### config.mk
export PLATFORM = sky130hd
export DESIGN_NAME = pipe_delay_line_flat
export DESIGN_NICKNAME = d
export VERILOG_FILES = /design/src/rtl/pipe_delay_line_pkg.sv /design/src/rtl/pipe_delay_line_if.sv /design/src/rtl/pipe_delay_line_stage.sv /design/src/rtl/pipe_delay_line.sv /design/src/flat_wrapper.sv
export SDC_FILE = /design/constraint.sdc
export NUM_CORES = 1
export LEC_CHECK = 0
export CORE_MARGIN = 2
export CORE_UTILIZATION = 23
export CTS_BUF_LIST = sky130_fd_sc_hd__clkbuf_8 sky130_fd_sc_hd__clkbuf_16
export DETAILED_ROUTE_END_ITERATION = 12
export PLACE_DENSITY = 0.51
export SYNTH_ARGS = -nofsm -noshare
export SYNTH_HDL_FRONTEND = slang
export SYNTH_SLANG_ARGS = --single-unit
### constraint.sdc
create_clock -name clk -period 2.65 [get_ports clk]
set_input_delay 0.3975 -clock clk [delete_from_list [all_inputs] [get_ports clk]]
set_output_delay 0.3975 -clock clk [all_outputs]
set_load 0.05 [all_outputs]
### src/rtl/pipe_delay_line_pkg.sv
// Shared constants and helpers for the pipe_delay_line block.
//   DefaultWidth / DefaultDepth : default parameter values for the delay line and its interface
//   cnt_width()                 : width of an occupancy counter able to hold 0..depth
package pipe_delay_line_pkg;

  localparam int unsigned DefaultWidth = 8;
  localparam int unsigned DefaultDepth = 4;

  function automatic int unsigned cnt_width(input int unsigned depth);
    return $clog2(depth + 1);
  endfunction

endpackage

### src/rtl/pipe_delay_line_if.sv
// Handshake bundle for pipe_delay_line.
//   in_valid / in_ready / in_data    : upstream ready/valid channel
//   out_valid / out_ready / out_data : downstream ready/valid channel
//   occupancy                        : number of valid stages (CNT_W bits)
// modport master : the side that feeds and drains the delay line
// modport slave  : the delay line itself
interface pipe_delay_line_if
  import pipe_delay_line_pkg::*;
#(
  parameter int unsigned WIDTH = DefaultWidth,
  parameter int unsigned DEPTH = DefaultDepth
) ();

  localparam int unsigned CNT_W = cnt_width(DEPTH);

  logic             in_valid;
  logic             in_ready;
  logic [WIDTH-1:0] in_data;
  logic             out_valid;
  logic             out_ready;
  logic [WIDTH-1:0] out_data;
  logic [CNT_W-1:0] occupancy;

  modport master (
    output in_valid,
    output in_data,
    output out_ready,
    input  in_ready,
    input  out_valid,
    input  out_data,
    input  occupancy
  );

  modport slave (
    input  in_valid,
    input  in_data,
    input  out_ready,
    output in_ready,
    output out_valid,
    output out_data,
    output occupancy
  );

endinterface

### src/rtl/pipe_delay_line_stage.sv
// One stage of the delay line: a valid bit plus a data register.
//   clk, rst  : clock, asynchronous active-high reset
//   clr       : synchronous clear of the valid bit (flush)
//   load      : capture nxt_valid (and nxt_data when nxt_valid is set)
//   nxt_valid : incoming valid
//   nxt_data  : incoming data
//   valid     : registered valid
//   data      : registered data (RESET_VAL after reset)
module pipe_delay_line_stage #(
  parameter int unsigned      WIDTH     = 8,
  parameter logic [WIDTH-1:0] RESET_VAL = '0
) (
  input  logic             clk,
  input  logic             rst,
  input  logic             clr,
  input  logic             load,
  input  logic             nxt_valid,
  input  logic [WIDTH-1:0] nxt_data,
  output logic             valid,
  output logic [WIDTH-1:0] data
);

  logic             valid_q;
  logic [WIDTH-1:0] data_q;

  always_ff @(posedge clk or posedge rst) begin
    if (rst) begin
      valid_q <= 1'b0;
      data_q  <= RESET_VAL;
    end else if (clr) begin
      // Data is left stale; only the valid bit matters for an empty slot.
      valid_q <= 1'b0;
    end else if (load) begin
      valid_q <= nxt_valid;
      if (nxt_valid) begin
        data_q <= nxt_data;
      end
    end
  end

  assign valid = valid_q;
  assign data  = data_q;

endmodule

### src/rtl/pipe_delay_line.sv
// DEPTH-stage, WIDTH-bit delay line with per-stage valid bits and ready/valid on both ends.
// Empty stages always accept, so bubbles collapse even while the output is stalled.
//   clk   : rising-edge clock
//   rst   : asynchronous reset, active-high
//   flush : synchronous clear of all stages (wins over input)
//   bus   : pipe_delay_line_if.slave (in_valid/in_ready/in_data, out_valid/out_ready/out_data,
//           occupancy)
module pipe_delay_line
  import pipe_delay_line_pkg::*;
#(
  parameter int unsigned      WIDTH     = DefaultWidth,
  parameter int unsigned      DEPTH     = DefaultDepth,
  parameter logic [WIDTH-1:0] RESET_VAL = '0
) (
  input  logic                 clk,
  input  logic                 rst,
  input  logic                 flush,
  pipe_delay_line_if.slave     bus
);

  localparam int unsigned     CNT_W   = cnt_width(DEPTH);
  localparam logic [CNT_W-1:0] OccMax = CNT_W'(DEPTH);

  logic [DEPTH-1:0] stage_v;
  logic [WIDTH-1:0] stage_d [DEPTH];
  logic [DEPTH-1:0] acc;
  logic             acc_run;
  logic             in_xfer;
  logic             out_xfer;
  logic [CNT_W-1:0] occ_d, occ_q;

  // acc[i] = !v[i] | acc[i+1], with acc[DEPTH-1] seeded by out_ready. Built as a running OR
  // from the tail so the chain stays a plain combinational ripple.
  always_comb begin
    acc     = '0;
    acc_run = bus.out_ready;
    for (int i = int'(DEPTH) - 1; i >= 0; i--) begin
      acc_run = acc_run | !stage_v[i];
      acc[i]  = acc_run;
    end
  end

  for (genvar g = 0; g < DEPTH; g++) begin : g_stage
    logic             nxt_valid;
    logic [WIDTH-1:0] nxt_data;

    if (g == 0) begin : g_head
      assign nxt_valid = bus.in_valid;
      assign nxt_data  = bus.in_data;
    end else begin : g_body
      assign nxt_valid = stage_v[g-1];
      assign nxt_data  = stage_d[g-1];
    end

    pipe_delay_line_stage #(
      .WIDTH     (WIDTH),
      .RESET_VAL (RESET_VAL)
    ) u_stage (
      .clk       (clk),
      .rst       (rst),
      .clr       (flush),
      .load      (acc[g]),
      .nxt_valid (nxt_valid),
      .nxt_data  (nxt_data),
      .valid     (stage_v[g]),
      .data      (stage_d[g])
    );
  end

  assign bus.in_ready  = acc[0] & !flush;
  assign bus.out_valid = stage_v[DEPTH-1];
  assign bus.out_data  = stage_d[DEPTH-1];

  assign in_xfer  = bus.in_valid & bus.in_ready;
  assign out_xfer = stage_v[DEPTH-1] & bus.out_ready;

  always_comb begin
    occ_d = occ_q;
    if (flush) begin
      occ_d = '0;
    end else if (in_xfer && !out_xfer && occ_q != OccMax) begin
      occ_d = occ_q + 1'b1;
    end else if (!in_xfer && out_xfer && occ_q != '0) begin
      occ_d = occ_q - 1'b1;
    end
  end

  always_ff @(posedge clk or posedge rst) begin
    if (rst) begin
      occ_q <= '0;
    end else begin
      occ_q <= occ_d;
    end
  end

  assign bus.occupancy = occ_q;

endmodule

### src/flat_wrapper.sv
// flat-port wrapper written by rule: the top's interface ports become plain ports
module pipe_delay_line_flat import pipe_delay_line_pkg::*;
#(
  parameter int unsigned      WIDTH     = DefaultWidth,
  parameter int unsigned      DEPTH     = DefaultDepth,
  parameter logic [WIDTH-1:0] RESET_VAL = '0
)
  (clk, rst, flush, bus_in_valid, bus_in_data, bus_out_ready, bus_in_ready, bus_out_valid, bus_out_data, bus_occupancy);
  pipe_delay_line_if #(.WIDTH(WIDTH), .DEPTH(DEPTH)) bus_i ();
  input  logic clk;
  input  logic rst;
  input  logic flush;
  input wire logic [$bits(bus_i.in_valid)-1:0] bus_in_valid;
  input wire logic [$bits(bus_i.in_data)-1:0] bus_in_data;
  input wire logic [$bits(bus_i.out_ready)-1:0] bus_out_ready;
  output wire logic [$bits(bus_i.in_ready)-1:0] bus_in_ready;
  output wire logic [$bits(bus_i.out_valid)-1:0] bus_out_valid;
  output wire logic [$bits(bus_i.out_data)-1:0] bus_out_data;
  output wire logic [$bits(bus_i.occupancy)-1:0] bus_occupancy;
  assign bus_i.in_valid = bus_in_valid;
  assign bus_i.in_data = bus_in_data;
  assign bus_i.out_ready = bus_out_ready;
  assign bus_in_ready = bus_i.in_ready;
  assign bus_out_valid = bus_i.out_valid;
  assign bus_out_data = bus_i.out_data;
  assign bus_occupancy = bus_i.occupancy;
  pipe_delay_line #(.WIDTH(WIDTH), .DEPTH(DEPTH), .RESET_VAL(RESET_VAL)) u_core (.clk(clk), .rst(rst), .flush(flush), .bus(bus_i));
endmodule
Yosys cells after proc, flatten, opt, wreduce, memory -nomap -nowiden
Cells that the tools add are included.

Flip-flop bits (word level): 39. Latch bits: 0. Bits in writable memories: 0. Memory bits (read-only): 0. Input port bits: 13. Output and inout bits: 13. Word-level logic and storage cells: 52. Memories kept: 0.

$add $sub $neg: 2. $mul: 0. Divide/modulo/power cells: 0. Order comparisons: 0. Eq/ne operators: 1. Shift operators: 0. Mux-type cells: 11. Bitwise logic cells: 8. Reductions and logical operators: 21.

Operator list (number): AND reduction 3 bit (4); two-way mux 3 bit (3); two-way mux 1 bit (8); nonzero test 2 bit (4); logical NOT 1 bit (7); nonzero test 3 bit (2); logical AND 1 bit (4); bitwise OR 1 bit (4); adder 3 x 1 -> 3 bit (second input constant) (1); bitwise AND 1 bit (3); != test 3 bit (second input constant) (1); subtractor 3 x 1 -> 3 bit (second input constant) (1); inverter 1 bit (1).

Logic depth before layout (Yosys ltp)
Depth in word-level cells: 13. Gate-level depth with buffers: 9. Depth with buffers taken out: 9.

Hierarchy
A second synthesis with hierarchy kept.

Cell total of the unflattened synthesis: 121. Area total of the unflattened synthesis: 1717.9 um^2.

By module, submodules not included: pipe_delay_line_stage (times used 4, cells each 21, area an instance 352.8 um^2, sequential area each 225.2 um^2); pipe_delay_line (times used 1, cells each 37, area an instance 306.5 um^2, sequential area each 75.1 um^2).

Least setup slack after synthesis
No wires, ideal clock.

Path kind: reg-to-reg. Start point: register u_core.g_stage[3].u_stage.valid_q. End point: register u_core.occ_q[1], in the netlist u_core.bus.occupancy[1]. Setup time: 0.082 ns. Arrival: 2.172 ns. Setup slack: 0.396 ns. Stages on the path, launching flop included: 8. Clock period less this slack: 2.254 ns. Cell sequence: dfrtp_1 > and4b_4 > a21boi_2 > nand2_1 > nor2_1 > fa_1 > or3_1 > a31oi_1.

Cells in the longest elaborated chain, start to end: 11. Elaborated cells between the ends (all ways): 17. Classes of those cells: 2 x mux; 7 x bitwise; 8 x reduce/logical.

Ends and longest elaborated chain: from (decl) (line pipe_delay_line_stage.sv:23) `logic valid_q;`; from (signal assigned) (line pipe_delay_line_stage.sv:34) `valid_q <= nxt_valid;`; logical NOT 1 bit (line pipe_delay_line.sv:38) `acc_run = acc_run | !stage_v[i];`; bitwise OR 1 bit (4 in series) (line pipe_delay_line.sv:38); bitwise AND 1 bit (line pipe_delay_line.sv:70) `assign bus.in_ready = acc[0] & !flush;`; bitwise AND 1 bit (line pipe_delay_line.sv:74) `assign in_xfer = bus.in_valid & bus.in_ready;`; logical AND 1 bit / logical NOT 1 bit (equally long branches) (line pipe_delay_line.sv:81, pipe_delay_line.sv:83); logical AND 1 bit, on equally long branches (line pipe_delay_line.sv:81, pipe_delay_line.sv:83); two-way mux 3 bit / logical AND 1 bit (equally long branches) (line pipe_delay_line.sv:81, pipe_delay_line.sv:83); two-way mux 3 bit / nonzero test 3 bit (equally long branches); to (signal assigned) (line pipe_delay_line.sv:90) `occ_q <= '0;`; to (signal assigned) (line pipe_delay_line.sv:92) `occ_q <= occ_d;`; to (decl) (line pipe_delay_line.sv:30) `logic [CNT_W-1:0] occ_d, occ_q;`.

Several ways; a longest one is shown, not always the timed one. A chain may end at the register's enable or synchronous reset.

Worst setup path after layout
Start point: input bus_out_ready. End point: register u_core.occ_q[1], in the netlist u_core.bus.occupancy[1].

Cells in the longest elaborated chain, start to end: 10. Elaborated cells between the ends (all ways): 16. Classes of those cells: 2 x mux; 7 x bitwise; 7 x reduce/logical.

Ends and longest elaborated chain: from (decl) (line flat_wrapper.sv:15) `input wire logic [$bits(bus_i.out_ready)-1:0] bus_out_ready;`; bitwise OR 1 bit (4 in series) (line pipe_delay_line.sv:38); bitwise AND 1 bit (line pipe_delay_line.sv:70); bitwise AND 1 bit (line pipe_delay_line.sv:74); logical AND 1 bit / logical NOT 1 bit (equally long branches) (line pipe_delay_line.sv:81, pipe_delay_line.sv:83); logical AND 1 bit, on equally long branches (line pipe_delay_line.sv:81, pipe_delay_line.sv:83); two-way mux 3 bit / logical AND 1 bit (equally long branches) (line pipe_delay_line.sv:81, pipe_delay_line.sv:83); two-way mux 3 bit / nonzero test 3 bit (equally long branches).

Several ways; a longest one is shown, not always the timed one.

==> flow_metrics.py <==
metrics = {
    "status": {
        "outcome": "completed",
    },
    "floorplan": {
        "die_h_um": 90.4,
        "start_util_pct": 23.7,
        "rows": 31,
        "io_pins": 26,
        "die_area_um2": 8170,
        "die_w_um": 90.4,
        "fp.coreArea_um2": 7250,
    },
    "hold_path": {
        "hold_path.class": "flop to flop",
    },
    "route": {
        "dr.pass1.iters": 2,
        "wl_per_cell_um": 12.8,
        "totalWireLength_mm": 3.21,
        "antenna_left": 0,
        "first_iter_violations": 14,
        "route.vias.total": 1039,
        "drc": 0,
        "vias_per_cell": 4.16,
    },
    "power": {
        "power_density_nw_per_um2": 826,
        "leakage_nw": 0.952,
        "internal_power_mw": 1.21,
        "power.share.combinational_pct": 32.0,
        "p_sw_mw": 0.596,
        "switching_share_pct": 33.0,
        "seqPwrFrac_pct": 46.3,
        "ir_worst_vdd_v": 0.000233,
        "clkPwrFrac_pct": 21.6,
    },
    "clocking": {
        "postCtsResizedCells": 0,
        "clkSinkCount": 39,
        "cts_buffers": 5,
        "htree_num_levels": 2,
        "cts-root-buf": "clkbuf_8",
        "cts_setup_buffers": 0,
        "ctsLongestPathBuffers": 2,
        "clock_latency_ns": 0.29,
        "hold_buffers": 0,
        "clk_pin_slew_worst_paths_ns": 0.08,
        "cts_tree": "yes",
    },
    "cells_and_area": {
        "fin_area_um2": 2190,
        "nets": 164,
        "drive_gt1_share_pct": 33.1,
        "fin_cells": 250,
        "antenna_cells": 0,
        "area_growth_pct": 27.3,
    },
    "synthesis": {
        "synth.area.mux_share_pct": 25.8,
        "synthArstFlopShare_pct": 100,
        "synth.most_common_cell": "dfrtp_1",
        "synth-simple-area-share_pct": 8.82,
        "synth_compound_area_share_pct": 4.96,
        "synth-seq-cells": 39,
        "synth_edf_count": 0,
        "synth_top_area_share_pct": 56.9,
        "synth_common_cells": "dfrtp_1 (39), mux2_2 (17), mux2_4 (16)",
        "yosysTopAreaCell": "dfrtp_1",
        "synth.area.top_cells": "dfrtp_1 (57%), mux2_4 (14%), mux2_2 (11%), nor2_1 (2.0%), buf_6 (1.3%)",
        "synth-xor-area-share_pct": 0,
        "ys_types": 30,
        "synthFlopType": "dfrtp_1",
        "synth_area_per_cell_um2": 14.5,
        "synth_area_um2": 1720,
        "syn-num-nets": 132,
        "synth_top_family_by_area": "multiplexers",
        "yosysWarningCount": 0,
        "synth_fa_ha_area_share_pct": 1.17,
        "syn_inst": 118,
        "synth_seq_area_share_pct": 56.9,
    },
    "critical_path": {
        "worstPathRequired_ns": 2.86,
        "worstSetupPathType": "input pin to flop",
        "r2r-start": "u_core.g_stage[3].u_stage.valid$_DFFE_PP0P_",
        "critPathArrivalTime_ns": 2.52,
        "startpoint": "bus_out_ready",
        "r2r_end": "u_core.bus.occupancy[1]$_DFFE_PP0P_",
        "critPathCaptureType": "flop",
        "path_max_fanout": 5,
        "crit_end": "u_core.bus.occupancy[1]$_DFFE_PP0P_",
        "r2r.worst_path.cells": 7,
        "rrSetupSlack_ns": 0.46,
        "start_kind": "input pin",
    },
    "timing": {
        "slew_headroom_pct": 62.0,
        "worst_pin_slew_ns": 0.570,
        "period_share_pct": 87.4,
        "fin_crit_ns": 2.32,
        "setup_slack_ns": 0.333,
        "skew_ns": 0.00743,
        "hold_viol": 0,
        "tns_ns": 0,
        "max_freq_mhz": 432,
        "rsz0062_at_grt": "no",
        "final-setup-viol-count": 0,
        "maxSlewViolCount": 0,
        "timing.hold.ws_ns": 0.502,
    },
    "place": {
        "dpl.hpwl_mm": 2.24,
        "dp_cells": 242,
        "dpl-instance-area_um2": 2100,
        "port_buffers": 25,
        "dp_slack_ns": 0.0197,
        "gp_congestion": 0.756,
    },
    "grt": {
        "grt_pass1_vias": 1103,
        "grt-ovfl-total": 0,
        "track_usage_pct": 8.38,
        "grt_pass1_wl_mm": 5.35,
        "grt_max_degree": 40,
        "antenna_found_initial": 0,
    },
    "flow_run": {
        "maxCapViolations": 0,
    },
}
[registers in the layout (all words and copies together) (netlist names)]
name and flops:
u_core.bus.occupancy 3, u_core.g_stage.u_stage.valid 4, u_core.g_stage.u_stage.data 32
[routing by layer]
metal	wire [um]	global-route usage (%)	up-vias	part of all wire, %
met3	160	3.51	4	5.0
met2	1640	14.7	19	51
met1	1370	8.99	536	43
met4	46	3.08	0	1.4
met5	0	0	-	0
li1	-	-	480	-
[critical path, cell delays in order]
cell	delay [ns]
clkdlybuf4s50_1	0.45
nand2_1	0.17
a21boi_1	0.32
nand2_1	0.10
nor2_1	0.13
fa_1	0.45
or3_1	0.38
a31oi_1	0.13
[metrics by stage]
step / util [%] / power (mW)
global route: 30.1 / 1.90
floorplan: - / 1.24
detailed placement: 28.9 / 1.43
finish: 30.1 / 1.81
CTS: 30.1 / 1.83
global placement: 28.9 / 1.41
[layout by cell type (no fill, tap or decap), types with 2 or more instances in the layout]
cell	Yosys	layout
dfrtp_1	39	39
clkdlybuf4s50_1	0	24
mux2_2	17	17
mux2_4	16	16
nor2_1	9	9
clkbuf_8	0	5
nand2_1	4	4
a21oi_1	4	4
inv_1	4	4
buf_4	0	3
nand3b_1	2	2
clkinvlp_4	0	2
[logic make-up (layout without fill, tap and decap cells)]
logic type | after synthesis | after routing
buffers and inverters | 7 | 40
and+or+nand+nor | 25 | 25
DFF | 39 | 39
adders and majority gates | 1 | 1
muxes | 34 | 34
AOI/OAI and AO/OA | 12 | 12
[layout make-up]
class | count | area (um^2)
Timing Repair Buffer | 28 | 283
Multi-Input combinational cell | 72 | 699
Clock inverter | 3 | 20.0
Inverter | 4 | 15.0
Sequential cell | 39 | 976
Clock buffer | 5 | 68.8
Tap cell | 99 | 124
Fill cell | 747 | 5070
[worst min path at each step]
stage / start / endpoint / slack, ns / cells past startpoint
global route: u_core.g_stage[0].u_stage.data[2]$_DFFE_PP0P_ / u_core.g_stage[1].u_stage.data[2]$_DFFE_PP0P_ / 0.52 / 1
detailed placement: u_core.g_stage[1].u_stage.data[7]$_DFFE_PP0P_ / u_core.g_stage[1].u_stage.data[7]$_DFFE_PP0P_ / 0.49 / 1
global placement: u_core.g_stage[2].u_stage.data[4]$_DFFE_PP0P_ / u_core.g_stage[2].u_stage.data[4]$_DFFE_PP0P_ / 0.48 / 1
finish: u_core.g_stage[0].u_stage.data[2]$_DFFE_PP0P_ / u_core.g_stage[1].u_stage.data[2]$_DFFE_PP0P_ / 0.50 / 1
CTS: u_core.g_stage[0].u_stage.data[2]$_DFFE_PP0P_ / u_core.g_stage[1].u_stage.data[2]$_DFFE_PP0P_ / 0.51 / 1
floorplan: u_core.g_stage[2].u_stage.data[0]$_DFFE_PP0P_ / u_core.g_stage[3].u_stage.data[0]$_DFFE_PP0P_ / 0.47 / 1
[power groups by stage]
stage | logic (mW) | clock network (mW) | registers, mW
after floorplan | 0.234 | 0 | 1.01
after global placement | 0.572 | 0 | 0.843
after detailed placement | 0.583 | 0 | 0.851
after CTS | 0.585 | 0.408 | 0.839
after global routing | 0.610 | 0.433 | 0.862
final | 0.578 | 0.391 | 0.836
(Power assumes the default switching activity.)
